===== src/rtl/mst_imp_w_ch.sv =====
// Write-side AXI4-lite master: drains a small pixel FIFO into an HSIZE x VSIZE
// word rectangle at a pitched destination, one single-beat write at a time.
module mst_imp_w_ch #(
  parameter int FIFO_DEPTH  = 4,
  parameter int OUTSTANDING = 1
) (
  input  logic        clk,
  input  logic        rst_n,
  input  logic        pix_valid,
  output logic        pix_ready,
  input  logic [31:0] pix_data,
  output logic        mem_axi_awvalid,
  input  logic        mem_axi_awready,
  output logic [31:0] mem_axi_awaddr,
  output logic [2:0]  mem_axi_awprot,
  output logic        mem_axi_wvalid,
  input  logic        mem_axi_wready,
  output logic [31:0] mem_axi_wdata,
  output logic [3:0]  mem_axi_wstrb,
  input  logic        mem_axi_bvalid,
  output logic        mem_axi_bready,
  input  logic [1:0]  mem_axi_bresp,
  input  logic [7:0]  IMP_HSIZE,
  input  logic [7:0]  IMP_VSIZE,
  input  logic [31:0] IMP_DST_BADDR,
  input  logic [8:0]  IMP_ADR_PITCH,
  input  logic        IMP_ST,
  output logic        imp_busy,
  output logic        imp_done,
  output logic        imp_err
);
  localparam int AW = $clog2(FIFO_DEPTH);

  generate
    if (OUTSTANDING != 1) begin : g_bad_outstanding
      $error("mst_imp_w_ch: OUTSTANDING must be 1");
    end
    if (FIFO_DEPTH < 2 || FIFO_DEPTH > 16 || (FIFO_DEPTH & (FIFO_DEPTH - 1)) != 0) begin : g_bad_depth
      $error("mst_imp_w_ch: FIFO_DEPTH must be a power of two in 2..16");
    end
  endgenerate

  typedef enum logic [1:0] {S_IDLE, S_REQ, S_RESP, S_DONE} state_t;

  state_t      r_state, w_nxt;
  logic [1:0]  r_st_hist;
  logic [31:0] r_mem [FIFO_DEPTH];
  logic [AW:0] r_wp, r_rp;
  logic [7:0]  r_hsize, r_vsize, r_xcnt, r_ycnt;
  logic [31:0] r_row_base, r_addr;
  logic        r_aw_done, r_w_done, r_err;

  logic        w_strt, w_empty, w_full, w_push, w_pop;
  logic        w_aw_hs, w_w_hs, w_last, w_row_end, w_both_done;
  logic [31:0] w_pitch;

  assign w_strt  = (r_st_hist == 2'b01);
  assign w_empty = (r_wp == r_rp);
  assign w_full  = (r_wp[AW] != r_rp[AW]) && (r_wp[AW-1:0] == r_rp[AW-1:0]);
  assign w_push  = pix_valid && pix_ready;
  assign w_pop   = w_w_hs;
  assign w_pitch = {23'd0, IMP_ADR_PITCH};

  // Once W has gone, AW must stay up even if the FIFO has since drained.
  assign mem_axi_awvalid = (r_state == S_REQ) && !r_aw_done && (r_w_done || !w_empty);
  assign mem_axi_wvalid  = (r_state == S_REQ) && !r_w_done && !w_empty;
  assign mem_axi_awaddr  = r_addr;
  assign mem_axi_awprot  = 3'b000;
  assign mem_axi_wdata   = w_empty ? 32'd0 : r_mem[r_rp[AW-1:0]];
  assign mem_axi_wstrb   = 4'hF;
  assign mem_axi_bready  = (r_state == S_RESP);
  assign pix_ready       = !w_full;
  assign imp_busy        = (r_state == S_REQ) || (r_state == S_RESP);
  assign imp_done        = (r_state == S_DONE);
  assign imp_err         = r_err;

  assign w_aw_hs     = mem_axi_awvalid && mem_axi_awready;
  assign w_w_hs      = mem_axi_wvalid && mem_axi_wready;
  assign w_both_done = (r_aw_done || w_aw_hs) && (r_w_done || w_w_hs);
  assign w_row_end   = (r_xcnt == r_hsize - 8'd1);
  assign w_last      = w_row_end && (r_ycnt == r_vsize - 8'd1);

  always_ff @(posedge clk or negedge rst_n) begin
    if (!rst_n) r_state <= S_IDLE;
    else        r_state <= w_nxt;
  end

  always_comb begin
    w_nxt = r_state;
    case (r_state)
      S_IDLE: if (w_strt) w_nxt = (IMP_HSIZE == 8'd0 || IMP_VSIZE == 8'd0) ? S_DONE : S_REQ;
      S_REQ:  if (w_both_done) w_nxt = S_RESP;
      S_RESP: if (mem_axi_bvalid) w_nxt = w_last ? S_DONE : S_REQ;
      S_DONE: w_nxt = S_IDLE;
      default: w_nxt = S_IDLE;
    endcase
  end

  always_ff @(posedge clk) begin
    if (w_push) r_mem[r_wp[AW-1:0]] <= pix_data;
  end

  always_ff @(posedge clk or negedge rst_n) begin
    if (!rst_n) begin
      r_st_hist  <= 2'b00;
      r_wp       <= '0;
      r_rp       <= '0;
      r_hsize    <= 8'd0;
      r_vsize    <= 8'd0;
      r_xcnt     <= 8'd0;
      r_ycnt     <= 8'd0;
      r_row_base <= 32'd0;
      r_addr     <= 32'd0;
      r_aw_done  <= 1'b0;
      r_w_done   <= 1'b0;
      r_err      <= 1'b0;
    end else begin
      r_st_hist <= {r_st_hist[0], IMP_ST};
      if (w_push) r_wp <= r_wp + 1'b1;
      if (w_pop)  r_rp <= r_rp + 1'b1;
      case (r_state)
        S_IDLE: if (w_strt) begin
          r_hsize    <= IMP_HSIZE;
          r_vsize    <= IMP_VSIZE;
          r_row_base <= IMP_DST_BADDR;
          r_addr     <= IMP_DST_BADDR;
          r_xcnt     <= 8'd0;
          r_ycnt     <= 8'd0;
          r_err      <= 1'b0;
        end
        S_REQ: begin
          if (w_both_done) begin
            r_aw_done <= 1'b0;
            r_w_done  <= 1'b0;
          end else begin
            if (w_aw_hs) r_aw_done <= 1'b1;
            if (w_w_hs)  r_w_done  <= 1'b1;
          end
        end
        S_RESP: if (mem_axi_bvalid) begin
          if (mem_axi_bresp != 2'b00) r_err <= 1'b1;
          if (!w_last) begin
            // Row advance uses the live pitch input.
            if (w_row_end) begin
              r_xcnt     <= 8'd0;
              r_ycnt     <= r_ycnt + 8'd1;
              r_row_base <= r_row_base + w_pitch;
              r_addr     <= r_row_base + w_pitch;
            end else begin
              r_xcnt <= r_xcnt + 8'd1;
              r_addr <= r_addr + 32'd4;
            end
          end
        end
        default: ;
      endcase
    end
  end
endmodule

===== config.mk =====
export PLATFORM = sky130hd
export DESIGN_NAME = mst_imp_w_ch
export DESIGN_NICKNAME = d
export VERILOG_FILES = /design/src/rtl/mst_imp_w_ch.sv
export SDC_FILE = /design/constraint.sdc
export NUM_CORES = 1
export LEC_CHECK = 0
export BUFFER_PORTS_ARGS = -buffer_cell sky130_fd_sc_hd__buf_2
export CORE_MARGIN = 1
export CORE_UTILIZATION = 40
export CTS_CLUSTER_DIAMETER = 120
export DETAILED_ROUTE_END_ITERATION = 7
export PLACE_DENSITY = 0.71
export SYNTH_ARGS = -nofsm -noshare
export SYNTH_HDL_FRONTEND = slang
export SYNTH_SLANG_ARGS = --single-unit

===== constraint.sdc =====
create_clock -name clk -period 2.88 [get_ports clk]
set_input_delay 0.432 -clock clk [delete_from_list [all_inputs] [get_ports clk]]
set_output_delay 0.432 -clock clk [all_outputs]
set_load 0.005 [all_outputs]

[Word level (Yosys, flattened, before mapping)]
Memories as Yosys holds them, arrays and structs flattened.
Index checks and enable logic that the tools add are counted.
Storage, ports and cells
  register bits: 109
  RAM bits: 128
  word-level logic and storage cells: 105
  memories kept: 1
Memories
  r_mem: depth 4, bits a word 32, read ports 1, clocked after memory_dff 0, write ports 1, line 47  | logic [31:0] r_mem [FIFO_DEPTH];
Cells by class
  add/sub/neg operators: 8
  eq/ne operators: 15
  mux-type cells: 35
  reductions and logical operators: 33
Operators by type and width (number)
  32-bit two-way mux: 8
  32-bit one-hot mux with 2 select lines: 2
  8-bit two-way mux: 7
  32-bit by 3-bit adder with 32-bit output, second input constant: 1
  32-bit by 9-bit adder with 32-bit output: 1
  8-bit one-hot mux with 2 select lines: 2
  8-bit by 1-bit adder with 8-bit output, second input constant: 2
  8-bit equality test: 2
  8-bit zero test: 2
  8-bit by 1-bit subtractor with 8-bit output, second input constant: 2
  1-bit logical AND: 10
  2-bit two-way mux: 5
  1-bit two-way mux: 9
  2-bit inequality test, second input constant: 4
  2-bit one-hot mux with 4 select lines: 1
  4-bit AND reduction: 2
  2-bit nonzero test: 4
  3-bit by 1-bit adder with 3-bit output, second input constant: 2
  2-bit AND reduction: 3
  1-bit logical OR: 5
  5-bit AND reduction: 1
  2-bit by 1-bit equality test with 1-bit output, second input constant: 2
  2-bit equality test, second input constant: 2
  1-bit zero test: 4
  7 further kinds: 8

[Depth between registers and ports, before layout]
Gate-level depths: netlist (run 1).
  depth in word-level cells: 9
  mapped depth: 12
  mapped depth without buffers: 9

[Worst setup path after synthesis (run 1)]
No wires, ideal clock.
  kind: input-to-reg
  start: input port IMP_ADR_PITCH[0]
  end: register r_addr[28], in the netlist mem_axi_awaddr[28]
  setup time: 94 ps
  arrival: 2819 ps
  path slack: -33 ps
  stages: 10
  buffers on the path: 1
  cell sequence: ha_1 > fa_1 > a21o_1 > a221oi_1 > o21a_1 > clkbuf_1 > nor4_1 > and3_1 > o31a_1 > a211oi_1
On the way
  word-level cells in the longest chain between the ends: 5
RTL lines
  from (decl): line 26  | input logic [8:0] IMP_ADR_PITCH,
  32-bit by 9-bit adder with 32-bit output: line 148  | r_addr <= r_row_base + w_pitch;
  32-bit two-way mux: line 144  | if (w_row_end) begin
  32-bit two-way mux: line 142  | if (!w_last) begin
  32-bit two-way mux: line 140  | S_RESP: if (mem_axi_bvalid) begin
  32-bit one-hot mux with 2 select lines: line 121  | case (r_state)
  to (signal assigned): line 148
  to (signal assigned): line 151  | r_addr <= r_addr + 32'd4;
  to (decl): line 50  | logic [31:0] r_row_base, r_addr;
No other way between the ends. The select of a mux whose other input is x is not followed.
A chain may end at the register's enable or synchronous reset.

[Final worst setup path (run 1)]
  start: register r_vsize[1]
  end: register r_addr[3], in the netlist mem_axi_awaddr[3]
On the way
  word-level cells in the longest chain between the ends: 5
RTL lines
  from (decl): line 49  | logic [7:0] r_hsize, r_vsize, r_xcnt, r_ycnt;
  from (signal assigned): line 109  | r_vsize <= 8'd0;
  from (signal assigned): line 124  | r_vsize <= IMP_VSIZE;
  8-bit by 1-bit subtractor with 8-bit output: line 81  | assign w_last = w_row_end && (r_ycnt == r_vsize - 8'd1);
  8-bit equality test: line 81
  1-bit logical AND: line 81
  2-bit inequality test (no source line)
  4-bit AND reduction (no source line)
No other way between the ends.

==> results of run 1 <==
cell type report:
cell class              count  area, µm²  area share (%)
repair buffers            259       1760            11.4
flip-flops and latches    237       6570            42.6
diodes                      1       2.50          0.0162
clock inverters            21        305            1.98
multi-input cells         732       5470            35.5
well taps                 390        488            3.17
clock buffers              29        683            4.43
inverters                  37        139           0.901
critical path, cell delays in order, from the launching register on:
cell and delay [ps]:
dfrtp_1 410, or4_4 580, o221ai_2 180, or3b_4 410
o211a_4 280, a31oi_4 330, buf_12 160, buf_6 130
mux2_2 340
cells in the final DEF (no fill, tap or decap), types with 8 or more instances in the layout:
cell type / netlist / layout
and3_1: 23 / 23
mux2i_1: 18 / 18
nand3_1: 44 / 44
a21o_1: 8 / 8
nand2_1: 57 / 57
clkbuf_16: 0 / 31
ha_1: 23 / 21
a31oi_1: 19 / 18
nor2b_1: 10 / 10
buf_12: 0 / 11
inv_1: 37 / 37
nor4_1: 14 / 13
buf_4: 7 / 70
and2_1: 35 / 35
nand4_1: 22 / 22
xor2_1: 24 / 24
mux4_2: 32 / 32
nor2_1: 88 / 88
buf_2: 8 / 167
dfrtp_1: 109 / 108
o21ai_0: 26 / 24
or3_1: 8 / 8
mux2_2: 18 / 18
o21a_1: 9 / 8
a21oi_1: 58 / 58
o211ai_1: 10 / 10
edfxtp_1: 128 / 128
nor3_1: 21 / 19
xnor2_1: 35 / 35
where the power goes:
group | internal (mW) | leakage (nW) | switching, mW
Sequential | 4.73 | 2.46 | 0.988
Clock | 2.36 | 0.487 | 1.44
Combinational | 3.93 | 3.23 | 4.44
Total | 11.0 | 6.18 | 6.86
metrics by stage:
| step | utilization, % | area (µm²) |
|---|---|---|
| 2_1_floorplan | - | 12300 |
| 3_3_place_gp | 46.4 | 13900 |
| 3_5_place_dp | 46.4 | 13900 |
| 4_1_cts | 49.7 | 14900 |
| 5_1_grt | 51.5 | 15400 |
| 6_report | 51.5 | 15400 |
worst max path at each step:
stage,from,endpoint,slack [ps],depth (start not counted)
final,r_vsize[1]$_DFFE_PN0P_,mem_axi_awaddr[3]$_DFFE_PN0P_,-60,8
after global placement,IMP_ADR_PITCH[0],mem_axi_awaddr[28]$_DFFE_PN0P_,-140,10
after detailed placement,IMP_ADR_PITCH[0],mem_axi_awaddr[28]$_DFFE_PN0P_,-130,10
after CTS,r_row_base[0]$_DFFE_PN0P_,mem_axi_awaddr[28]$_DFFE_PN0P_,7,9
after global routing,r_vsize[1]$_DFFE_PN0P_,mem_axi_awaddr[2]$_DFFE_PN0P_,-90,10
after floorplan,r_hsize[0]$_DFFE_PN0P_,r_row_base[1]$_DFFE_PN0P_,70,11
kinds of logic after synthesis:
family,after synthesis,synth area share [%]
multiplexers,68,8.98
other,2,0.0611
XOR/XNOR,59,4.20
adder cells (fa/ha/maj),24,2.50
buffers and inverters,100,3.41
AND/OR/NAND/NOR,358,15.1
flip-flops,237,53.5
AO/OA/AOI/OAI,216,12.2
flip-flops by register name, indices dropped and copies added, names as in the netlist, 3 cells and up:
name / cells
r_wp: 3
r_ycnt: 8
r_hsize: 8
r_rp: 3
r_row_base: 32
r_mem: 128
mem_axi_awaddr: 32
r_xcnt: 8
r_vsize: 8
repair_timing:
item                                   4_1_cts  5_1_grt
setup buffers                                0       27
setup endpoints to repair                   11       56
hold buffers                                 1        1
endpoints found under the hold margin       26        1
cloned                                       0        4
pin swaps                                    1       13
resized for setup                            3       34
per-layer routing:
| layer | vias up | wire (µm) | part of all wire [%] |
|---|---|---|---|
| met5 | - | 11 | 0.033 |
| met4 | 2 | 1090 | 3.3 |
| met3 | 74 | 3160 | 9.4 |
| met2 | 449 | 16200 | 48 |
| met1 | 4788 | 13100 | 39 |
| li1 | 4474 | - | - |
==> metrics.md, run 1 <==
| Metric | Value |
|---|---|
| Fillcell total | 2593 |
| Minimum clock period | 2940 ps |
| GR Util met1 | 26.0% |
| Fmax | 340 MHz |
| Synth async-reset ratio | 46.0% |
| Count leader, synth | edfxtp_1 |
| Global-route wire length before repair | 50100 µm |
| Max-slew violation count | 0 |
| Crit end category | flop |
| Tcrit/Tclk final | 102% |
| Critical path arrival | 3360 ps |
| Outcome | complete, but fails checks |
| Cell variety after synth | 76 |
| Share of the synthesized area in the top cell type | 31.3% |
| Pwr Total | 17.9 mW |
| Worst hold path cell count | 1 |
| Placer Congestion | 0.909 |
| Avg Synthesized Cell Area | 11.6 µm² |
| H-tree levels | 1 |
| Hold path start | pix_data[11] |
| Hpwl dp | 21800 µm |
| Final Hold Slack | 106 ps |
| Post-synth EDFFs | 128 |
| Antenna-violating nets left | 0 |
| Slew HR | 66.7% |
| Total CTS buffers | 27 |
| Crit Reg-Reg Startpoint | r_vsize[1]$_DFFE_PN0P_ |
| Final Skew | 9.92 ps |
| Worst path required time | 3300 ps |
| Top Ports | 176 |
| Share of cells above drive strength 1 | 30.2% |
| Clk root buf | clkbuf_16 |
| Post-route non-filler standard cell count | 1706 |
| CTS clk-pin slew, worst paths | 60 ps |
| Vias in the first global route | 9246 |
| Largest net degree at the start of global routing | 54 |
| Flop2flop setup slack | -60 ps |
| Reg2Reg Depth | 8 |
| Die Y | 177 µm |
| Clk sinks | 237 |
| WHS Endpoint | r_mem[0][11]$_DFFE_PP_ |
| Via/cell ratio | 5.74 |
| Routed WL | 33600 µm |
| Num rows | 63 |
| CTS Buffer Depth | 3 |
| CTS tree | done |
| Final setup viols | 6 |
| Setup TNS Final | -160 ps |
| Initial core utilization | 41.0% |
| Final WS setup | -64.9 ps |
| YS warnings | 0 |
| Synth Cell Area | 12300 µm² |
| Top FF cell, synth | edfxtp_1 |
| Global route total overflow | 0 |
| Critical Path Fanout Max | 5 |
| Final hold violation count | 0 |
| Failing checks | negative setup slack |
| Hold WC Path Type | input pin to flop |
| Critical Path Start Type | flop |
| Worst-Skew Late Latency | 540 ps |
| Die area | 31400 µm² |
| Core area | 30000 µm² |
| Sequential share of the synthesized area | 53.5% |
| Dpl ws | -126 ps |
| Post-synth top cells | edfxtp_1 (128), dfrtp_1 (109), nor2_1 (88), a21oi_1 (58), nand2_1 (57) |
| Area Overhead vs Synth | 25.4% |
| Setup CP Type | flop to flop |
| GRT Overall Usage | 20.1% |
| DR vias | 9787 |
| Post-placement cell count | 1623 |
| P_leak | 6.18 nW |
| Power density over the cells | 1160 nW/µm² |
| RSZ-0062 raised after global routing | true |
| DR WL/cell | 19.7 µm |
| Gate Count Post-Synth | 1064 |
| Cell taking the most area after synthesis | edfxtp_1 |
| Worst slew pin tran | 495 ps |
| Gr busiest metal | met2 |
| Initial antenna violation count | 2 |
| M3 GR Usage | 4.50% |
| Peak supply drop | 0.000575 V |
| Port Buffer Count | 168 |
| R2R Path End | mem_axi_awaddr[3]$_DFFE_PN0P_ |
| Residual DRC | 0 |
| Die width | 177 µm |
| Drt first pass iters | 6 |
| Post-synthesis register bit count | 237 |
| Main area contributors after synthesis | edfxtp_1 (31%), dfrtp_1 (22%), mux4_2 (5.9%) |
| GR met2 Demand/Resource | 33.4% |
| Fin nets | 1416 |
| Number of DRC markers in iteration 0 | 878 |
| Max Cap Violations | 0 |
No activity file was read; power rests on OpenSTA's default activity.
==> run 2: changes to the inputs <==
GPL_TIMING_DRIVEN = 0   (was default)
==> run 2 against run 1 <==
Against the previous run: the run now ends clean; non-clock buffer count rose by 9; cell count rose by 0.59%; combinational power hardly changed; register-to-register slack gained 120 ps; sequential power about the same; core utilization down 0.42 points; worst setup slack improved by 120 ps; sequential share of layout area rose by 0.36 points.
==> metrics.md, run 2 (same netlist as run 1, synthesis figures left out) <==
| Metric | Value |
|---|---|
| Slew HR | 40.5% |
| Most common cell after layout, fill and taps aside | buf_2 |
| Worst-Skew Late Latency | 550 ps |
| Final core utilization | 51.0% |
| Top Ports | 176 |
| Antenna-violating nets left | 0 |
| CTS Buffer Depth | 3 |
| Worst path required time | 3340 ps |
| DR WL/cell | 21.3 µm |
| Initial antenna violation count | 4 |
| Vias in the first global route | 9854 |
| Number of DRC markers in iteration 0 | 942 |
| DR vias | 10000 |
| Pwr Total | 17.5 mW |
| Fin nets | 1425 |
| Area Overhead vs Synth | 24.4% |
| Critical Path Fanout Max | 10 |
| Placement Cell Area | 13700 µm² |
| Post-placement cell count | 1629 |
| CP bufs+invs | 2 |
| Worst slew pin tran | 893 ps |
| Hpwl dp | 24500 µm |
| CTS tree | done |
| Critical path arrival | 3280 ps |
| Worst path max stage delay | 550 ps |
| Critical path's top delay family | simple AND/OR/NAND/NOR gates |
| GRT Overall Usage | 22.8% |
| Max reg flops | 128 |
| Die width | 177 µm |
| Clk sinks | 237 |
| Minimum clock period | 2830 ps |
| Setup CP Type | flop to flop |
| H-tree levels | 1 |
| Residual DRC | 0 |
| Final setup viols | 0 |
| Via/cell ratio | 5.84 |
| Final Skew | 16.0 ps |
| Critical path cell sequence | or4_4 -> o221ai_1 -> or3b_4 -> o211a_4 -> a31oi_4 -> buf_12 -> buf_4 -> o21ai_0 -> a32oi_1 |
| Cell area after layout | 15300 µm² |
| CTS clk-pin slew, worst paths | 60 ps |
| Most frequent cells in the layout | buf_2 (170), edfxtp_1 (128), dfrtp_1 (107) |
| Die area | 31400 µm² |
| Core area | 30000 µm² |
| Peak supply drop | 0.000650 V |
| Crit end category | flop |
| Hold WC Path Type | input pin to flop |
| Fmax | 354 MHz |
| Worst hold path cell count | 1 |
| Reg2Reg Depth | 9 |
| Max-slew violation count | 0 |
| Placer Congestion | 0.951 |
| Critical Path Start Type | flop |
| Power density over the cells | 1150 nW/µm² |
| Drt first pass iters | 5 |
| Num rows | 63 |
| Dpl ws | -866 ps |
| Port Buffer Count | 168 |
| Final hold violation count | 0 |
| Largest net degree at the start of global routing | 57 |
| Post-route non-filler standard cell count | 1716 |
| Global-route wire length before repair | 55000 µm |
| Flop2flop setup slack | 50 ps |
| Share of cells above drive strength 1 | 30.4% |
| Crit Reg-Reg Startpoint | r_vsize[1]$_DFFE_PN0P_ |
| Total CTS buffers | 27 |
| Critical-path top delay cell | or4_4 |
| Max Cap Violations | 0 |
| Clk root buf | clkbuf_16 |
| Outcome | completed |
| Tcrit/Tclk final | 98.2% |
| P_leak | 6.07 nW |
| Die Y | 177 µm |
| Final WS setup | 51.2 ps |
| WHS Endpoint | r_mem[2][8]$_DFFE_PP_ |
| Hold path start | pix_data[8] |
| Initial core utilization | 41.0% |
| Routed WL | 36500 µm |
| R2R Path End | mem_axi_awaddr[23]$_DFFE_PN0P_ |
| Global route total overflow | 0 |
## run 2: cell types whose count changed in the layout (fill, tap and decap cells not counted), moves of 4 or more
cell / delta
clkbuf_2: +15
clkbuf_1: +18
buf_12: -9
clkinv_1: +4
and3_1: -4
clkbuf_4: +6
buf_4: -22
and3_2: +4
nor2_1: -4
a21oi_1: -4
a21oi_2: +4
## run 2: worst register-to-register path, cell delays in order (launching register included)
cell,delay (ps)
dfrtp_1,400
or4_4,550
o221ai_1,180
or3b_4,420
o211a_4,290
a31oi_4,190
buf_12,170
buf_4,240
o21ai_0,120
a32oi_1,180
## run 2: repair_timing
action                                  CTS  global route
hold endpoints to repair                 53             1
resized for setup                        64            64
setup buffers                            16            21
endpoints found under the setup margin  112           105
gates cloned                              0             1
pin swaps                                 8            13
hold buffers                              1             1
## run 2: metrics by stage
step	hold slack, ps	setup TNS [ps]
after CTS	0.523	-12.9
after detailed placement	391	-40460
after floorplan	136	0
after global placement	388	-59340
final	102	0
after global routing	89.4	-294
## run 2: metal layers
metal  track usage, %  vias up  wire length (µm)
li1                 -     4499                 -
met1             28.1     4929             14200
met2             37.8      482             17400
met3             4.95      103              3080
met4             11.4        4              1700
met5                0        -                23
## run 2: how the worst max path moves through the flow
stage                     cells past startpoint                   start                             end
after global routing                         10  r_hsize[1]$_DFFE_PN0P_      r_row_base[12]$_DFFE_PN0P_
after floorplan                              11  r_hsize[0]$_DFFE_PN0P_       r_row_base[1]$_DFFE_PN0P_
after CTS                                     8  r_state[0]$_DFFE_PN0P_           r_xcnt[3]$_DFFE_PN0P_
after global placement                       10  r_hsize[0]$_DFFE_PN0P_      r_row_base[11]$_DFFE_PN0P_
after detailed placement                     12  r_hsize[0]$_DFFE_PN0P_   mem_axi_awaddr[8]$_DFFE_PN0P_
final                                         9  r_vsize[1]$_DFFE_PN0P_  mem_axi_awaddr[23]$_DFFE_PN0P_
## run 2: area by class of cell
| class | count | area, µm² |
|---|---|---|
| Fill cell | 2605 | 14700 |
| Tap cell | 390 | 488 |
| Clock inverter | 18 | 199 |
| Buffer | 58 | 358 |
| Antenna cell | 2 | 5.00 |
| Multi-Input combinational cell | 732 | 5600 |
| Timing Repair Buffer | 210 | 1230 |
| Inverter | 37 | 139 |
| Clock buffer | 32 | 694 |
| Sequential cell | 237 | 6570 |
## run 2: power by group
group          switching, mW  total [mW]  internal [mW]
Clock                   1.43        3.51           2.08
Combinational           4.74        8.34           3.61
Sequential             0.958        5.70           4.74
Total                   7.12        17.5           10.4
